## src/rtl/key_mixing.sv

```systemverilog
// RC5-style key mixing engine. Walks the S and L tables in place through
// 3*max(T,C) iterations. Each iteration is a fixed six-cycle sequence:
// fetch, load, mix A, write S, mix B, write L.
module key_mixing #(
   parameter  int T  = 16,
   parameter  int W  = 32,
   parameter  int C  = 4,
   localparam int TL = (T > 1) ? $clog2(T) : 1,
   localparam int CL = (C > 1) ? $clog2(C) : 1
) (
   input  logic          clk,
   input  logic          rst,
   input  logic          iStart,
   input  logic [W-1:0]  iS_data,
   input  logic [W-1:0]  iL_data,
   output logic [TL-1:0] oS_address,
   output logic [W-1:0]  oS_data,
   output logic          oS_we,
   output logic [CL-1:0] oL_address,
   output logic [W-1:0]  oL_data,
   output logic          oL_we,
   output logic          oDone
);

   localparam int N  = 3 * ((T > C) ? T : C);
   localparam int KW = $clog2(N + 1);
   localparam int RW = (W > 1) ? $clog2(W) : 1;

   typedef enum logic [2:0] {
      IDLE, FETCH, LOAD, MIX_A, WRITE_S, MIX_B, WRITE_L, DONE
   } state_t;

   state_t        state_q, state_d;
   logic [W-1:0]  a_q, a_d, b_q, b_d;
   logic [W-1:0]  sreg_q, sreg_d, lreg_q, lreg_d;
   logic [TL-1:0] i_q, i_d;
   logic [CL-1:0] j_q, j_d;
   logic [KW-1:0] k_q, k_d;
   logic          s_we_q, s_we_d, l_we_q, l_we_d, done_q, done_d;
   logic [W-1:0]  sum_ab;

   // Rotate left; a zero amount returns x unchanged because x >> W is zero.
   function automatic logic [W-1:0] rotl(input logic [W-1:0] x, input logic [RW-1:0] r);
      return (x << r) | (x >> (W - int'(r)));
   endfunction

   assign sum_ab = a_q + b_q;

   // State register; reset forces IDLE without waiting for a clock edge.
   always_ff @(posedge clk or negedge rst) begin
      if (!rst) state_q <= IDLE;
      else      state_q <= state_d;
   end

   // Next-state logic: start is honoured only while idle or finished.
   always_comb begin
      state_d = state_q;
      case (state_q)
         IDLE, DONE: if (iStart) state_d = FETCH;
         FETCH:      state_d = LOAD;
         LOAD:       state_d = MIX_A;
         MIX_A:      state_d = WRITE_S;
         WRITE_S:    state_d = MIX_B;
         MIX_B:      state_d = WRITE_L;
         WRITE_L:    state_d = (k_q == KW'(N - 1)) ? DONE : FETCH;
         default:    state_d = IDLE;
      endcase
   end

   // Datapath next-state: mixing arithmetic, table capture and index advance.
   always_comb begin
      a_d    = a_q;
      b_d    = b_q;
      sreg_d = sreg_q;
      lreg_d = lreg_q;
      i_d    = i_q;
      j_d    = j_q;
      k_d    = k_q;
      case (state_q)
         IDLE, DONE: begin
            if (iStart) begin
               a_d = '0;
               b_d = '0;
               i_d = '0;
               j_d = '0;
               k_d = '0;
            end
         end
         LOAD: begin
            sreg_d = iS_data;
            lreg_d = iL_data;
         end
         MIX_A:   a_d = rotl(sreg_q + sum_ab, RW'(3));
         MIX_B:   b_d = rotl(lreg_q + sum_ab, sum_ab[RW-1:0]);
         WRITE_L: begin
            i_d = (i_q == TL'(T - 1)) ? '0 : i_q + TL'(1);
            j_d = (j_q == CL'(C - 1)) ? '0 : j_q + CL'(1);
            k_d = k_q + KW'(1);
         end
         default: ;
      endcase
   end

   // Output decode from the upcoming state so strobes are registered.
   always_comb begin
      s_we_d = (state_d == WRITE_S);
      l_we_d = (state_d == WRITE_L);
      done_d = (state_d == DONE);
   end

   // Datapath and output registers; everything clears asynchronously.
   always_ff @(posedge clk or negedge rst) begin
      if (!rst) begin
         a_q    <= '0;
         b_q    <= '0;
         sreg_q <= '0;
         lreg_q <= '0;
         i_q    <= '0;
         j_q    <= '0;
         k_q    <= '0;
         s_we_q <= 1'b0;
         l_we_q <= 1'b0;
         done_q <= 1'b0;
      end else begin
         a_q    <= a_d;
         b_q    <= b_d;
         sreg_q <= sreg_d;
         lreg_q <= lreg_d;
         i_q    <= i_d;
         j_q    <= j_d;
         k_q    <= k_d;
         s_we_q <= s_we_d;
         l_we_q <= l_we_d;
         done_q <= done_d;
      end
   end

   // Addresses are the index registers themselves, which only move after WRITE_L.
   assign oS_address = i_q;
   assign oL_address = j_q;
   assign oS_data    = a_q;
   assign oL_data    = b_q;
   assign oS_we      = s_we_q;
   assign oL_we      = l_we_q;
   assign oDone      = done_q;

endmodule

```

## config.mk

```make
export PLATFORM = sky130hd
export DESIGN_NAME = key_mixing
export DESIGN_NICKNAME = d
export VERILOG_FILES = /design/src/rtl/key_mixing.sv
export SDC_FILE = /design/constraint.sdc
export NUM_CORES = 1
export LEC_CHECK = 0
export CORE_MARGIN = 2
export CORE_UTILIZATION = 50
export CTS_BUF_LIST = sky130_fd_sc_hd__clkbuf_16
export CTS_CLUSTER_DIAMETER = 120
export DETAILED_ROUTE_END_ITERATION = 8
export PLACE_DENSITY_LB_ADDON = 0.3
export RECOVER_POWER = 25
export REMOVE_ABC_BUFFERS = 1
export SETUP_SLACK_MARGIN = 0.4
export SYNTH_ARGS = -nofsm -noshare
export SYNTH_HDL_FRONTEND = slang
export SYNTH_SLANG_ARGS = --single-unit
```

## constraint.sdc

```tcl
create_clock -name clk -period 6 [get_ports clk]
set_input_delay 1.2 -clock clk [delete_from_list [all_inputs] [get_ports clk]]
set_output_delay 1.2 -clock clk [all_outputs]
set_load 0.01 [all_outputs]
```

## Word level (Yosys, flattened, before mapping)

Index checks and enable logic that the tools add are counted.

- Flip-flop bits (word level): 146
- Input port bits: 67
- Output and inout bits: 73
- Logic and storage cells: 58

- Add/subtract/negate cells: 7
- Eq/ne operators: 14
- Shift operators: 2
- Muxes and demuxes: 14
- Bitwise operators: 2
- Reduce and logical (&&, ||, !) cells: 8

Operators with widths:

| cell | count |
|---|---|
| $pmux W32 S2 | 2 |
| $add A32 B32 Y32 | 3 |
| $mux W32 | 1 |
| $or A32 B3 Y32 | 1 |
| $or A32 B32 Y32 | 1 |
| $shl A32 B5 Y32 | 1 |
| $shr A32 B32 Y32 | 1 |
| $eq A3 B3 Y1 const B | 7 |
| $pmux W3 S7 | 1 |
| $pmux W6 S2 | 1 |
| $mux W4 | 2 |
| $pmux W4 S2 | 1 |
| $sub A6 B5 Y7 const A | 1 |
| $add A6 B1 Y6 const B | 1 |
| $eq A3 B2 Y1 const B | 2 |
| $eq A6 B6 Y1 const B | 1 |
| $mux W3 | 2 |
| $mux W6 | 1 |
| $reduce_and A2 Y1 | 3 |
| $reduce_bool A2 Y1 | 3 |
| $add A4 B1 Y4 const B | 1 |
| $eq A4 B4 Y1 const B | 1 |
| $mux W2 | 2 |
| $pmux W2 S2 | 1 |
| 6 further kinds | 6 |

## Logic depth before layout (Yosys ltp)

Gate-level depths: netlist of run 1.

- Word-level depth: 5
- Gate-level depth with buffers: 28
- Depth with buffers taken out: 26

## Worst setup path after synthesis of run 1

OpenSTA, ideal clock, no wires.

- Path kind: reg2reg
- Start point: reg a_q[0], in the netlist oS_data[0]
- End point: reg b_q[10], in the netlist oL_data[10]
- Setup time: 128 ps
- Data arrival time: 5,223 ps
- Data required time: 5,872 ps
- Slack: 649 ps
- Cell stages (with the launch flop): 26
- Buffers on the path: 1
- Period minus slack after synthesis: 5,351 ps
- Cell sequence: dfrtp_1 > ha_1 > inv_1 > fa_1 > nor2b_1 > o211ai_1 > a21bo_2 > a21oi_1 > o31ai_1 > a211oi_1 > o41a_1 > a311oi_1 > xnor2_1 > ha_1 > buf_2 > a21oi_1 > o21ai_0 > nor3_1 > o21ai_0 > or4b_1 > nand3_1 > xor2_2 > a22o_1 > mux2_2 > a222oi_1 > nand2_1

- Cells in the longest elaborated chain, start to end: 5
- Elaborated cells on any way between the ends: 7
- Classes of those cells: add/sub: 3; shift: 2; mux: 1; bitwise: 1

RTL lines:

| element | RTL line | source |
|---|---|---|
| from (decl) | 34 | `logic [W-1:0] a_q, a_d, b_q, b_d;` |
| from (signal assigned) | 114 | `a_q <= '0;` |
| from (signal assigned) | 125 | `a_q <= a_d;` |
| $add A32 B32 Y32 (*) | 47 | `assign sum_ab = a_q + b_q;` |
| $add A32 B32 Y32 / $sub A6 B5 Y7 (equally long branches) | 94, 44 |  |
| $shr A32 B32 Y32 / $shl A32 B5 Y32 (equally long branches) | 44 | `return (x << r) \| (x >> (W - int'(r)));` |
| $or A32 B32 Y32 (*) | 44 |  |
| $pmux W32 S2 (*) | 79 | `case (state_q)` |
| to (signal assigned) | 115 | `b_q <= '0;` |
| to (signal assigned) | 126 | `b_q <= b_d;` |
| to (decl) | 34 |  |

Every way passes the cells marked *; elsewhere a longest branch is shown, timed or not.
A chain may end at the register's enable or synchronous reset.

## Worst setup path after layout of run 1

- Start point: reg a_q[0], in the netlist oS_data[0]
- End point: reg b_q[1], in the netlist oL_data[1]

The elaborated chain is that of the path after synthesis.

==> metrics.md, run 1 <==
| Metric | Value |
|---|---|
| Worst setup EP type | `flip-flop` |
| Crit start category | `flip-flop` |
| Post-CTS Hold Buffers | `0` |
| Final wirelength | `56160 um` |
| Root Buffer | `clkbuf_16` |
| Failing checks | `capacitance limit, slew limit` |
| Buffers on Ports | `about 140` |
| Area Overhead vs Synth | `29.74%` |
| Max Slew Vio Count | `roughly 130` |
| Slowest stage cell, crit path | `or4b_4` |
| Routability Congestion | `1.012` |
| Die H | `173.0 um` |
| Die area | `~30000 sq um` |
| Max Buffers Root-to-Sink | `2` |
| Syn Inst Count | `1702` |
| Commonest non-fill, non-tap cell in the layout | `buf_4` |
| Syn Area/Cell | `~8.4 sq um` |
| Gr ovfl total | `0` |
| Synth top area share | `0.2558` |
| Warnings, synthesis | `0` |
| Drt wl/cell | `24.07 um` |
| Via density | `between 6 and 7` |
| I/O Pins | `140` |
| Total Nets Final | `2113` |
| Initial antenna violation count | `0` |
| EDFF count, synth | `0` |
| Worst-Margin Slew | `2700 ps` |
| Max FO, Critical Path | `5` |
| Core area | `27930 sq um` |
| Vias | `15200` |
| Peak Freq | `about 170 MHz` |
| DR DRC count | `0` |
| WS Path Type | `flip-flop to flip-flop` |
| Row Count | `61` |
| Hold Crit Class | `flip-flop to flip-flop` |
| Cts bufs inserted | `17` |
| Largest stage delay, worst path | `about 540 ps` |
| Synth area leaders | `dfrtp_1 (26%), ha_1 (8.8%), mux2_2 (6.1%)` |
| Distinct cells, synth | `~100` |
| CP arrival | `6110 ps` |
| Ys async rst share | `1.000` |
| Final setup violating endpoints | `0` |
| Synthesized flop and latch total | `146` |
| WP data required | `6380 ps` |
| Slew Limit Headroom | `-0.8000` |
| Clock-pin slew on the worst setup and hold paths | `around 70 ps` |
| Clock Sinks | `146` |
| Fin. Hold Viols | `0` |
| Clock Skews | `19.33 ps` |
| Pin count of the biggest net entering global routing | `98` |
| Ys flop type | `dfrtp_1` |
| Synth area leader | `dfrtp_1` |
| Unrepaired setup endpoints after global routing | `true` |
| Hpwl dp | `roughly 43000 um` |
| Commonest cells after routing, fill and taps aside | `buf_4 (172), nand2_1 (168), dfrtp_1 (145)` |
| Mapped Area | `14280 sq um` |
| Initial Util | `0.5113` |
| GRT Total Usage | `0.3646` |
| Hold Slack | `494.8 ps` |
| Proportion of layout cells with a drive suffix above 1 | `0.2348` |
| Pre-antenna DRT Iters | `5` |
| Die extent in x | `173.0 um` |
| Max Cap Viol | `2` |
| Vias in the first global route | `~15000` |
| Skew-Pair Late Insertion Delay | `460 ps` |
| CTS tree | `done` |
| Tcrit/Tclk final | `0.9538` |
| Antenna Nets Post-Route | `0` |
| DR iter-0 viols | `about 1600` |
| Ant diodes | `0` |
| Post-layout min period | `about 5700 ps` |
| Seq/Total Area, Yosys | `0.2558` |
| Htree depth | `4` |
| Status | `complete, but fails checks` |
| First-pass GRT wire length | `84410 um` |
## flip-flops by register name, indices dropped and copies added (netlist names)
signal      count
lreg_q         32
sreg_q         32
state_q         3
oS_we           1
oS_data        32
oS_address      4
oL_data        32
k_q             6
oL_we           1
oL_address      2
oDone           1
## kinds of logic (layout without fill, tap and decap cells)
| kind of cell | count (synthesis) | in the layout | share of synthesized area |
|---|---|---|---|
| xor+xnor | 85 | 86 | 0.05554 |
| buf+inv | 137 | 389 | 0.03968 |
| compound gates | 584 | 584 | 0.2802 |
| flops | 146 | 146 | 0.2558 |
| mux | 127 | 127 | 0.1069 |
| fa+ha+maj | 103 | 103 | 0.09180 |
| simple gates | 520 | 520 | 0.1701 |
## repair_timing
item                                   in CTS  in global routing
setup endpoints to repair                  32                 33
endpoints found under the hold margin       0                  0
gates resized for setup                    60                 96
pin swaps                                  32                 50
gates cloned                                1                  0
setup buffers                              14                 16
## worst paths after layout
kind	startpoint	endpoint	slack, ps	cells after the start
min in group asynchronous	rst	oS_address[2]$_DFFE_PN0P_	1550	1
min	k_q[5]$_DFFE_PN0P_	k_q[5]$_DFFE_PN0P_	490	1
max in group asynchronous	rst	oL_data[20]$_DFFE_PN0P_	2600	2
max reg2reg	oS_data[0]$_DFFE_PN0P_	oL_data[1]$_DFFE_PN0P_	280	29
min reg2reg	k_q[5]$_DFFE_PN0P_	k_q[5]$_DFFE_PN0P_	490	1
max	oS_data[0]$_DFFE_PN0P_	oL_data[1]$_DFFE_PN0P_	280	29
## synth_stat cells (7+ instances only)
library cell and number:
o21ai_0 126, a21o_1 38, nor2_1 125, and2_1 15, a211oi_1 19, o22ai_1 7, o21ai_1 8, o21a_1 21
a211o_1 13, a221oi_1 7, xor2_1 29, nand3_1 72, clkbuf_1 71, a21boi_0 7, a31oi_1 29, nand4_1 22
mux4_2 11, buf_1 8, dfrtp_1 146, mux2_2 78, a21oi_1 129, nor2b_1 15, a311oi_1 7, nand2b_1 15
o221ai_1 8, a22oi_1 18, and3_1 14, ha_1 100, o211ai_1 31, xnor2_1 51, nand2_1 171, o31ai_1 8
nor3_1 34, buf_2 9, inv_1 39, o21bai_1 16, mux2i_1 36
## per-stage QoR
step / worst slack (ps) / cell area, sq um / setup TNS, ps / utilization / std cells
3_5_place_dp: -114.5 / 16920 / -567.5 / 0.6055 / 2271
3_3_place_gp: 11.29 / 16920 / 0 / 0.6055 / 2271
5_1_grt: 7.009 / 18530 / 0 / 0.6634 / 2333
2_1_floorplan: -1101 / 13870 / -36310 / - / 1606
6_report: 277.1 / 18530 / 0 / 0.6634 / 2333
4_1_cts: 348.4 / 17950 / 0 / 0.6427 / 2317
## layer usage
layer,track usage,vias up,wire length (um)
li1,-,6908,-
met1,0.4554,7440,22790
met2,0.5805,709,25700
met3,0.1106,144,5237
met4,0.1575,0,2438
met5,0.03205,-,0
## critical path, delay by kind of cell, from the launching register on
family                   cells  cell delay (ps)
AND/OR/NAND/NOR              4              810
XOR/XNOR                     2              430
AO/OA/AOI/OAI               15             2640
flip-flops                   1              420
adder cells (fa/ha/maj)      3              680
buffers and inverters        5              690
## area by class of cell
type,instances,area [sq um]
Inverter,41,153.9
Timing Repair Buffer,317,2738
Sequential cell,146,3655
Multi-Input combinational cell,1420,10960
Tap cell,378,473.0
Clock buffer,17,425.4
Fill cell,2360,9403
Clock inverter,14,125.1
Power of run 1 is not shown: default switching activity piles up to over one toggle a cycle in this logic, so the estimate is an artifact.
==> run 2, diff against run 1 <==
--- a/config.mk
+++ b/config.mk
@@ -7,7 +7,7 @@
 export LEC_CHECK = 0
 export CORE_MARGIN = 2
 export CORE_UTILIZATION = 50
-export CTS_BUF_LIST = sky130_fd_sc_hd__clkbuf_16
+export CTS_BUF_LIST = sky130_fd_sc_hd__clkbuf_4
 export CTS_CLUSTER_DIAMETER = 120
 export DETAILED_ROUTE_END_ITERATION = 8
 export PLACE_DENSITY_LB_ADDON = 0.3
==> metrics.md, run 2 (synthesized netlist as in run 1, its figures left out) <==
| Metric | Value |
|---|---|
| Status | `complete, but fails checks` |
| Failing checks | `capacitance limit, slew limit` |
| WP data required | `6550 ps (+170 ps)` |
| Htree depth | `4 (unchanged)` |
| Antenna Nets Post-Route | `0 (unchanged)` |
| Tcrit/Tclk final | `0.9563 (+0.002511)` |
| Slowest stage cell, crit path | `mux4_2` |
| Buffers on Ports | `139 (unchanged)` |
| Max Slew Vio Count | `98 (-23%)` |
| Unrepaired setup endpoints after global routing | `true` |
| Die extent in x | `173.0 um (unchanged)` |
| Via density | `6.482 (-0.52%)` |
| Crit start category | `flip-flop` |
| CTS tree | `done` |
| Root Buffer | `clkbuf_4` |
| Inst Count DP | `2271 (unchanged)` |
| Final Non-Filler Cells | `2340 (+0.30%)` |
| Post-layout util | `0.6552 (-0.008242)` |
| Reg-to-Reg Start | `oL_data[0]$_DFFE_PN0P_` |
| Delay-heaviest family, CP | `compound AO/OA/AOI/OAI gates` |
| Die H | `173.0 um (unchanged)` |
| Area of the multi-input gates | `10950 sq um (about the same)` |
| Design Area, Final | `18300 sq um (-1.2%)` |
| Fillers | `2395 (+1.5%)` |
| Placement-stage cell area | `16920 sq um (unchanged)` |
| Area Overhead vs Synth | `28.13%` |
| Max Buffers Root-to-Sink | `2 (unchanged)` |
| Slew Limit Headroom | `-0.7861 (+0.01391)` |
| I/O Pins | `140 (unchanged)` |
| Initial antenna violation count | `1 (+1)` |
| Pre-antenna DRT Iters | `8 (+3)` |
| Proportion of layout cells with a drive suffix above 1 | `0.2356 (+0.0008115)` |
| Drt wl/cell | `24.03 um (-0.17%)` |
| Fin. Hold Viols | `0 (unchanged)` |
| Cts bufs inserted | `17 (unchanged)` |
| CP arrival | `6290 ps (+180 ps)` |
| Post-layout min period | `5738 ps (+15.07 ps)` |
| Most used cell, CP | `buf_4` |
| Clock-pin slew on the worst setup and hold paths | `170 ps (+100 ps)` |
| Post-CTS Hold Buffers | `0 (unchanged)` |
| Final setup violating endpoints | `0 (unchanged)` |
| Routability Congestion | `1.012 (unchanged)` |
| Die area | `29940 sq um (unchanged)` |
| Clock Sinks | `146 (unchanged)` |
| GRT Total Usage | `0.3623 (-0.002328)` |
| WS Path Type | `flip-flop to flip-flop` |
| Largest stage delay, worst path | `540 ps (about the same)` |
| Pin count of the biggest net entering global routing | `98 (unchanged)` |
| Worst Path Buf+Inv | `6 (+1)` |
| Worst setup EP type | `flip-flop` |
| Max Cap Viol | `1 (-1)` |
| Hold Crit Class | `flip-flop to flip-flop` |
| Commonest non-fill, non-tap cell in the layout | `buf_4` |
| Setup slack after layout | `262.1 ps (-15.07 ps)` |
| Vias | `15170 (-0.22%)` |
| Vias in the first global route | `14490 (-0.52%)` |
| Peak Freq | `174.3 MHz (-0.26%)` |
| Max FO, Critical Path | `4 (-1)` |
| Total Nets Final | `2119 (+0.28%)` |
| Commonest cells after routing, fill and taps aside | `buf_4 (175), nand2_1 (168), dfrtp_1 (145)` |
| Core area | `27930 sq um (unchanged)` |
| Worst-Margin Slew | `2679 ps (-20.87 ps)` |
| Dpl ws | `-114.5 ps (unchanged)` |
| Row Count | `61 (unchanged)` |
| Hpwl dp | `42560 um (unchanged)` |
| Skew-Pair Late Insertion Delay | `650 ps (+190 ps)` |
| Initial Util | `0.5113 (unchanged)` |
| Gr ovfl total | `0 (unchanged)` |
| Worst Setup SP | `oL_data[0]$_DFFE_PN0P_` |
| Startpoint of the worst hold path | `k_q[5]$_DFFE_PN0P_` |
| DR iter-0 viols | `1629 (-0.061%)` |
| Clock Skews | `43.36 ps (+24.03 ps)` |
| DR DRC count | `0 (unchanged)` |
| Final wirelength | `56230 um (+0.13%)` |
| First-pass GRT wire length | `83920 um (-0.59%)` |
| Storage element area | `3655 sq um (unchanged)` |
## run 2: cell types whose count changed in the layout (fill, tap and decap cells not counted), sizes merged
cell    delta
buf        +8
clkbuf     -1
diode      +1
xnor2      -1
## run 2: final cells by class
class / instances / share of cell area
Inverter: 41 / 0.008409
Antenna cell: 1 / 0.0001367
Clock inverter: 14 / 0.006837
Multi-Input combinational cell: 1419 / 0.5984
Clock buffer: 17 / 0.006973
Timing Repair Buffer: 324 / 0.1537
Tap cell: 378 / 0.02584
Sequential cell: 146 / 0.1997
## run 2: stage by stage
| step | hold slack, ps | setup TNS, ps |
|---|---|---|
| after floorplan | 456.4 | -36310 |
| after global placement | 479.4 | 0 |
| after detailed placement | 483.5 | -567.5 |
| after CTS | 530.5 | 0 |
| after global routing | 549.4 | 0 |
| final | 520.0 | 0 |
## run 2: per-layer routing
| layer | track usage | up-vias | wire, um |
|---|---|---|---|
| met5 | 0 | - | 0 |
| met2 | 0.5773 | 783 | 25770 |
| met4 | 0.1480 | 0 | 2273 |
| met1 | 0.4570 | 7350 | 22650 |
| li1 | - | 6906 | - |
| met3 | 0.1117 | 128 | 5535 |
## run 2: what timing repair did
action                     4_1_cts  5_1_grt
buffers inserted                17       20
setup endpoints to repair       32       33
pin swaps                       34       52
gates resized for setup         56      102
cloned                           0        0
## run 2: path summary, 6_finish.rpt
check                                       endpoint  slack [ps]  cells after the start
setup / recovery             oL_data[11]$_DFFE_PN0P_         260                     30
max in group asynchronous    oL_data[20]$_DFFE_PN0P_        2770                      2
setup reg to reg             oL_data[11]$_DFFE_PN0P_         260                     30
hold / removal                    k_q[5]$_DFFE_PN0P_         520                      1
min in group asynchronous  oS_address[0]$_DFFE_PN0P_        1370                      1
hold reg to reg                   k_q[5]$_DFFE_PN0P_         520                      1
Power of run 2 is left out for the same reason.
